[config.mk]
export PLATFORM = sky130hd
export DESIGN_NAME = wrr4_arb
export DESIGN_NICKNAME = d
export VERILOG_FILES = /design/src/rtl/wrr4_pkg.sv /design/src/rtl/wrr4_pick.sv /design/src/rtl/wrr4_arb.sv
export SDC_FILE = /design/constraint.sdc
export NUM_CORES = 1
export LEC_CHECK = 0
export CORE_MARGIN = 3
export CORE_UTILIZATION = 29
export DETAILED_ROUTE_END_ITERATION = 8
export PLACE_DENSITY_LB_ADDON = 0.1
export SYNTH_ARGS = -nofsm -noshare
export SYNTH_HDL_FRONTEND = slang
export SYNTH_HIERARCHICAL = 1
export SYNTH_SLANG_ARGS = --single-unit
[constraint.sdc]
create_clock -name clk -period 3.27 [get_ports clk]
set_input_delay 0.654 -clock clk [delete_from_list [all_inputs] [get_ports clk]]
set_output_delay 0.654 -clock clk [all_outputs]
set_load 0.02 [all_outputs]
[src/rtl/wrr4_pkg.sv]
// Shared types for the 4-input weighted round-robin packet arbiter.
package wrr4_pkg;

  typedef enum logic {
    StIdle   = 1'b0,
    StLocked = 1'b1
  } state_e;

  typedef logic [1:0] src_idx_t;

  function automatic src_idx_t rot_idx(input src_idx_t base, input src_idx_t off);
    return base + off;
  endfunction

endpackage

[src/rtl/wrr4_pick.sv]
// Rotating-priority picker: first input at or after cur+1 (wrapping to cur) that is
// valid and has a non-zero weight.
module wrr4_pick
  import wrr4_pkg::*;
(
  input  logic [3:0] valid,
  input  logic [3:0] nz,
  input  logic [1:0] cur,
  output logic       found,
  output logic [1:0] idx
);

  src_idx_t cand;

  // Walk from lowest priority (cur) to highest (cur+1) so the last hit wins.
  always_comb begin
    found = 1'b0;
    idx   = cur;
    cand  = '0;
    for (int k = 4; k >= 1; k--) begin
      cand = rot_idx(cur, 2'(k));
      if (valid[cand] && nz[cand]) begin
        found = 1'b1;
        idx   = cand;
      end
    end
  end

endmodule

[src/rtl/wrr4_arb.sv]
// 4-input AXI-Stream packet arbiter, weighted round-robin: each input may send up to
// wN whole packets per turn before the grant moves on. Output stage is registered.
module wrr4_arb
  import wrr4_pkg::*;
#(
  parameter int unsigned DATA_WIDTH   = 8,
  parameter int unsigned WEIGHT_WIDTH = 4,
  parameter bit          TLAST_ARB    = 1'b1
) (
  input  logic                    clk,
  input  logic                    rst,
  input  logic [DATA_WIDTH-1:0]   s0_TDATA,
  input  logic                    s0_TVALID,
  input  logic                    s0_TLAST,
  output logic                    s0_TREADY,
  input  logic [DATA_WIDTH-1:0]   s1_TDATA,
  input  logic                    s1_TVALID,
  input  logic                    s1_TLAST,
  output logic                    s1_TREADY,
  input  logic [DATA_WIDTH-1:0]   s2_TDATA,
  input  logic                    s2_TVALID,
  input  logic                    s2_TLAST,
  output logic                    s2_TREADY,
  input  logic [DATA_WIDTH-1:0]   s3_TDATA,
  input  logic                    s3_TVALID,
  input  logic                    s3_TLAST,
  output logic                    s3_TREADY,
  input  logic [WEIGHT_WIDTH-1:0] w0,
  input  logic [WEIGHT_WIDTH-1:0] w1,
  input  logic [WEIGHT_WIDTH-1:0] w2,
  input  logic [WEIGHT_WIDTH-1:0] w3,
  output logic [DATA_WIDTH-1:0]   o_TDATA,
  output logic                    o_TVALID,
  output logic                    o_TLAST,
  output logic [1:0]              o_src,
  input  logic                    o_TREADY,
  output logic                    busy
);

  localparam logic [WEIGHT_WIDTH-1:0] CreditOne = WEIGHT_WIDTH'(1);

  state_e                  state_q, state_d;
  src_idx_t                cur_q, cur_d;
  logic [WEIGHT_WIDTH-1:0] credit_q, credit_d;
  logic [DATA_WIDTH-1:0]   o_tdata_q, o_tdata_d;
  logic                    o_tvalid_q, o_tvalid_d;
  logic                    o_tlast_q, o_tlast_d;
  src_idx_t                o_src_q, o_src_d;

  logic [DATA_WIDTH-1:0]   s_data [4];
  logic [WEIGHT_WIDTH-1:0] w [4];
  logic [3:0]              s_valid, s_last, nz;
  logic                    load, grant, flit;
  logic                    pick_found;
  src_idx_t                pick_idx;

  assign s_data  = '{s0_TDATA, s1_TDATA, s2_TDATA, s3_TDATA};
  assign w       = '{w0, w1, w2, w3};
  assign s_valid = {s3_TVALID, s2_TVALID, s1_TVALID, s0_TVALID};
  assign s_last  = {s3_TLAST, s2_TLAST, s1_TLAST, s0_TLAST};
  assign nz      = {w3 != '0, w2 != '0, w1 != '0, w0 != '0};

  // TREADY is gated by output-register space, so a flit can never be lost.
  assign load  = !o_tvalid_q || o_TREADY;
  assign grant = (state_q == StLocked) && load;
  assign flit  = grant && s_valid[cur_q];

  assign s0_TREADY = grant && (cur_q == 2'd0);
  assign s1_TREADY = grant && (cur_q == 2'd1);
  assign s2_TREADY = grant && (cur_q == 2'd2);
  assign s3_TREADY = grant && (cur_q == 2'd3);

  wrr4_pick u_pick (
    .valid (s_valid),
    .nz    (nz),
    .cur   (cur_q),
    .found (pick_found),
    .idx   (pick_idx)
  );

  always_comb begin
    state_d    = state_q;
    cur_d      = cur_q;
    credit_d   = credit_q;
    o_tdata_d  = o_tdata_q;
    o_tvalid_d = o_tvalid_q;
    o_tlast_d  = o_tlast_q;
    o_src_d    = o_src_q;

    unique case (state_q)
      StIdle: begin
        if (s_valid[cur_q] && (credit_q != '0) && nz[cur_q]) begin
          state_d = StLocked;
        end else if (pick_found) begin
          cur_d    = pick_idx;
          credit_d = w[pick_idx];
          state_d  = StLocked;
        end
      end
      StLocked: begin
        if (flit && (s_last[cur_q] || !TLAST_ARB)) begin
          credit_d = credit_q - CreditOne;
          state_d  = StIdle;
        end
      end
    endcase

    if (load) begin
      o_tvalid_d = flit;
      if (flit) begin
        o_tdata_d = s_data[cur_q];
        o_tlast_d = s_last[cur_q];
        o_src_d   = cur_q;
      end
    end
  end

  always_ff @(posedge clk) begin
    if (!rst) begin
      state_q    <= StIdle;
      cur_q      <= 2'd3;
      credit_q   <= '0;
      o_tdata_q  <= '0;
      o_tvalid_q <= 1'b0;
      o_tlast_q  <= 1'b0;
      o_src_q    <= 2'd0;
    end else begin
      state_q    <= state_d;
      cur_q      <= cur_d;
      credit_q   <= credit_d;
      o_tdata_q  <= o_tdata_d;
      o_tvalid_q <= o_tvalid_d;
      o_tlast_q  <= o_tlast_d;
      o_src_q    <= o_src_d;
    end
  end

  assign o_TDATA  = o_tdata_q;
  assign o_TVALID = o_tvalid_q;
  assign o_TLAST  = o_tlast_q;
  assign o_src    = o_src_q;
  assign busy     = (state_q == StLocked);

endmodule
==> summary.md <==
The flow ran to the end, and the final reports show no timing, DRC or antenna violations. In the routed design, unresolved DRC markers number 0. The first routing iteration left 77 violations.

At the end of the flow the core is filled with cells to 50.6%. Summed over all layers, the global routing overflow is 0. The worst setup path is captured at a register. For this run, the number of Yosys warnings is 6.

The xor-xnor portion of the synthesized cell area is 0%. The critical path ends at credit_q[2]$_SDFFE_PN0P_. The tree is rooted in a clkbuf_8. After synthesis, the netlist uses 40 different library cells. Count of boundary I/O pins: 76. The number of clock buffers added by TritonCTS is 3. The number of global-route vias before repair was 1389; the total power per unit cell area was 543 nW/um^2. The fraction of layout cells with a size suffix above 1 is 14.9%. Setup repair after global routing left no endpoint under its margin.

For the total number of H-tree levels, the log shows 1. The first detailed-routing pass ran for 4 iterations. The share of synthesized area occupied by flip-flops and latches is 27.9%, and the slack of the worst reg-to-reg path is 940 ps. The logs give 0 for the setup fix buffers added after clock tree synthesis and 4290 microns for the sum of routed wire length over all layers. The worst path uses 92.9% of the clock period. Measured against the total synthesized area, the mux share comes to 33.0%. The repair_antennas step left the layout with diodes totalling 0.

The clock net in this run drives a total of 19 sinks. STA puts the critical path data arrival time at 3170 ps. After clock tree synthesis, the clock-pin slew on the worst setup and hold paths is 70 ps. Relative to the synthesized area, the layout overhead comes to 65.1%.

In this run the static leakage power is 0.909 nW. The tools report the source-to-sink clock delay at the later pin of the worst-skew pair as 260 ps. The register bit total from synthesis came out at 19. Derived from the worst setup path, the maximum achievable clock frequency is 0.329 GHz.

The run gives 65.7% as the remaining max-slew budget at the tightest pin. The design draws 1.22 mW. The time the worst path needs with I/O delays and setup was 3040 ps; the placement-stage cell area was 2200 sq um.

At the end of the flow, the number of nets in the layout was 276. Max-cap violations in this run came to 0. The global routing usage summed across all routing layers was 15.2%; the number of filler cells placed in the layout was 413. The portion of synthesized cell area occupied by the leading cell type was 27.9%; the maximum number of pins on one net before global-route repair was 17. The run gives 0 as the final count of hold timing violations. In this run the worst setup path begins at w3[0].

The run gives 0 as the initial antenna violation count. The number of endpoints failing setup at the final stage is 0. On the final layout, the worst clock skew is 3.41 ps. Measured along the x axis, the die boundary spans 74.5 microns. After synthesis, the largest family of logic cells by area is multiplexers. The number of gates resized after CTS was 0. In the final routed layout, each cell accounts on average for 16.1 microns.

By count the netlist is led by dfxtp_1, nor2_1, mux2i_1, mux4_2, nand2_1. For this run, the leading register cell type out of synthesis is dfxtp_1. In this run, synthesis inferred 0 flip-flops with an integrated enable. The reg-to-reg startpoint was cur_q[0]$_SDFFE_PN1P_. The final max-slew violation count is 0, and the fraction of synthesis flops using an asynchronous set or reset pin is 0%. When the netlist entered floorplanning its net count stood at 197. At the pin with the least slew margin, the transition time is 500 ps.

In this run the worst path has a maximum fanout of 4. Number of buffers inserted by hold repair at cts: 0. Global-route wire length before repair: 6490 microns. TritonCTS built the clock tree. STA puts the critical path data required time at 3410 ps. The logs give 30.6% for the initial standard-cell utilization of the core and 0 for the count of nets left with antenna violations after detail routing. Post-synthesis cell area: 1360 sq um.

The total of buffers placed on input and output ports works out to 75. Summed over all nets, the half-perimeter wirelength after detailed placement is 3530 microns. Counting along the longest clock path gives a buffer depth of 2. The synthesized design spends more area on one cell type than any other, namely dfxtp_1.

Basic-gate share of the synthesized area counting and, or, nand and nor cells: 19.0%. In this run the critical register-to-register path is captured at credit_q[0]$_SDFFE_PN0P_. The min-delay analysis places its worst path in the category register to register.

Summing the areas of all compound-gate instances in the mapped netlist gives 14.2% of the synthesized area. dfxtp_1 is the most common cell in the netlist. After Yosys synthesis, full adders, half adders and majority gates account for 0.919% of the synthesized area.

Dividing the detail-routed via count by the number of cells gives 5.22. Global placement routability congestion: 0.812. In the post-synthesis netlist, the biggest area contributors are dfxtp_1, mux4_2, mux2i_1.

VDD sags by at most 223 uV. The average instance area after synthesis works out to 9.94 sq um. The worst reg-to-reg path cell count was 6. The cell count after synthesis came out at 137.

The tools report the launching element type of the critical path as an input port. After floorplanning, the core was sized to cover 4440 sq um. The overall die area was 5550 sq um. The final instance area was 2250 sq um. The start-to-end type of the worst setup path was input port to register.

The run gives 24 as the number of placement rows. Summing over every cut layer, the via total after detailed routing is 1395. The die extent in y works out to 74.5 microns.
-- where the power goes --
part,switching [mW],internal (mW),total [mW],leakage [nW]
combinational,0.307,0.394,0.701,0.727
sequential,0.0635,0.292,0.355,0.156
clock,0.0797,0.0847,0.164,0.0255
-- flip-flops by register name (all words and copies together) (netlist names) --
name      cells
busy          1
o_TDATA       8
o_src         2
cur_q         2
credit_q      4
o_TLAST       1
o_TVALID      1
-- per-layer routing --
metal  vias up  part of all wire [%]  GRT usage, %
met1       650                    42          19.5
met5         -                     0             0
met4         0                   1.5          5.73
li1        679                     -             -
met3         6                   7.3          3.38
met2        60                    49          24.9
-- worst min-delay path by stage --
stage / from / to / slack (ps) / cells after the start
3_3_place_gp: o_TLAST$_SDFFE_PN0P_ / o_TLAST$_SDFFE_PN0P_ / 470 / 2
5_1_grt: o_TDATA[4]$_SDFFE_PN0P_ / o_TDATA[4]$_SDFFE_PN0P_ / 540 / 2
6_report: o_TDATA[7]$_SDFFE_PN0P_ / o_TDATA[7]$_SDFFE_PN0P_ / 500 / 2
2_1_floorplan: credit_q[2]$_SDFFE_PN0P_ / credit_q[2]$_SDFFE_PN0P_ / 470 / 2
3_5_place_dp: o_TDATA[7]$_SDFFE_PN0P_ / o_TDATA[7]$_SDFFE_PN0P_ / 480 / 2
4_1_cts: o_TDATA[7]$_SDFFE_PN0P_ / o_TDATA[7]$_SDFFE_PN0P_ / 500 / 2
-- critical path, cell delays in order --
cell             delay (ps)
clkdlybuf4s50_1         450
or4_1                   590
nand2_1                 120
o2bb2ai_1                80
a211o_1                 370
buf_4                   170
mux4_2                  410
nand2_1                  80
a21oi_1                  60
o21ai_0                 100
o211ai_1                100
-- cell families after synthesis --
logic type,Yosys count
mux,27
compound gates,22
fa+ha+maj,1
flops,19
buf+inv,17
simple gates,51
-- cells in the final DEF, fill, tap and decap left out, drive strengths merged, types with 2 or more instances in the layout --
master / count
o31ai: 2
nor4: 2
a311oi: 3
o211ai: 3
clkbuf: 3
or3: 2
nand2: 13
mux2i: 13
o21ai: 2
nor2b: 2
a21oi: 3
dfxtp: 19
clkdlybuf4s50: 75
buf: 8
nor2: 14
nor3: 3
nand2b: 4
or4: 2
inv: 8
mux4: 14
or2: 3
-- final cells by class --
cell class / instances / area (sq um) / share of cell area [%]
Multi-Input combinational cell: 101 / 915 / 40.7
Sequential cell: 19 / 380 / 16.9
Tap cell: 52 / 65.1 / 2.90
Timing Repair Buffer: 83 / 811 / 36.1
Clock inverter: 1 / 5.00 / 0.223
Inverter: 8 / 30.0 / 1.34
Clock buffer: 3 / 41.3 / 1.84
-- through the flow --
step | std cells | setup TNS, ps | worst slack, ps | hold WS [ps]
6_report | 267 | 0 | 232 | 499
5_1_grt | 267 | 0 | 88.1 | 538
4_1_cts | 267 | 0 | 239 | 505
3_5_place_dp | 263 | -29.7 | -15.6 | 484
3_3_place_gp | 263 | 0 | 30.3 | 473
2_1_floorplan | 137 | 0 | 448 | 474
No activity file was read; power rests on OpenSTA's default activity.
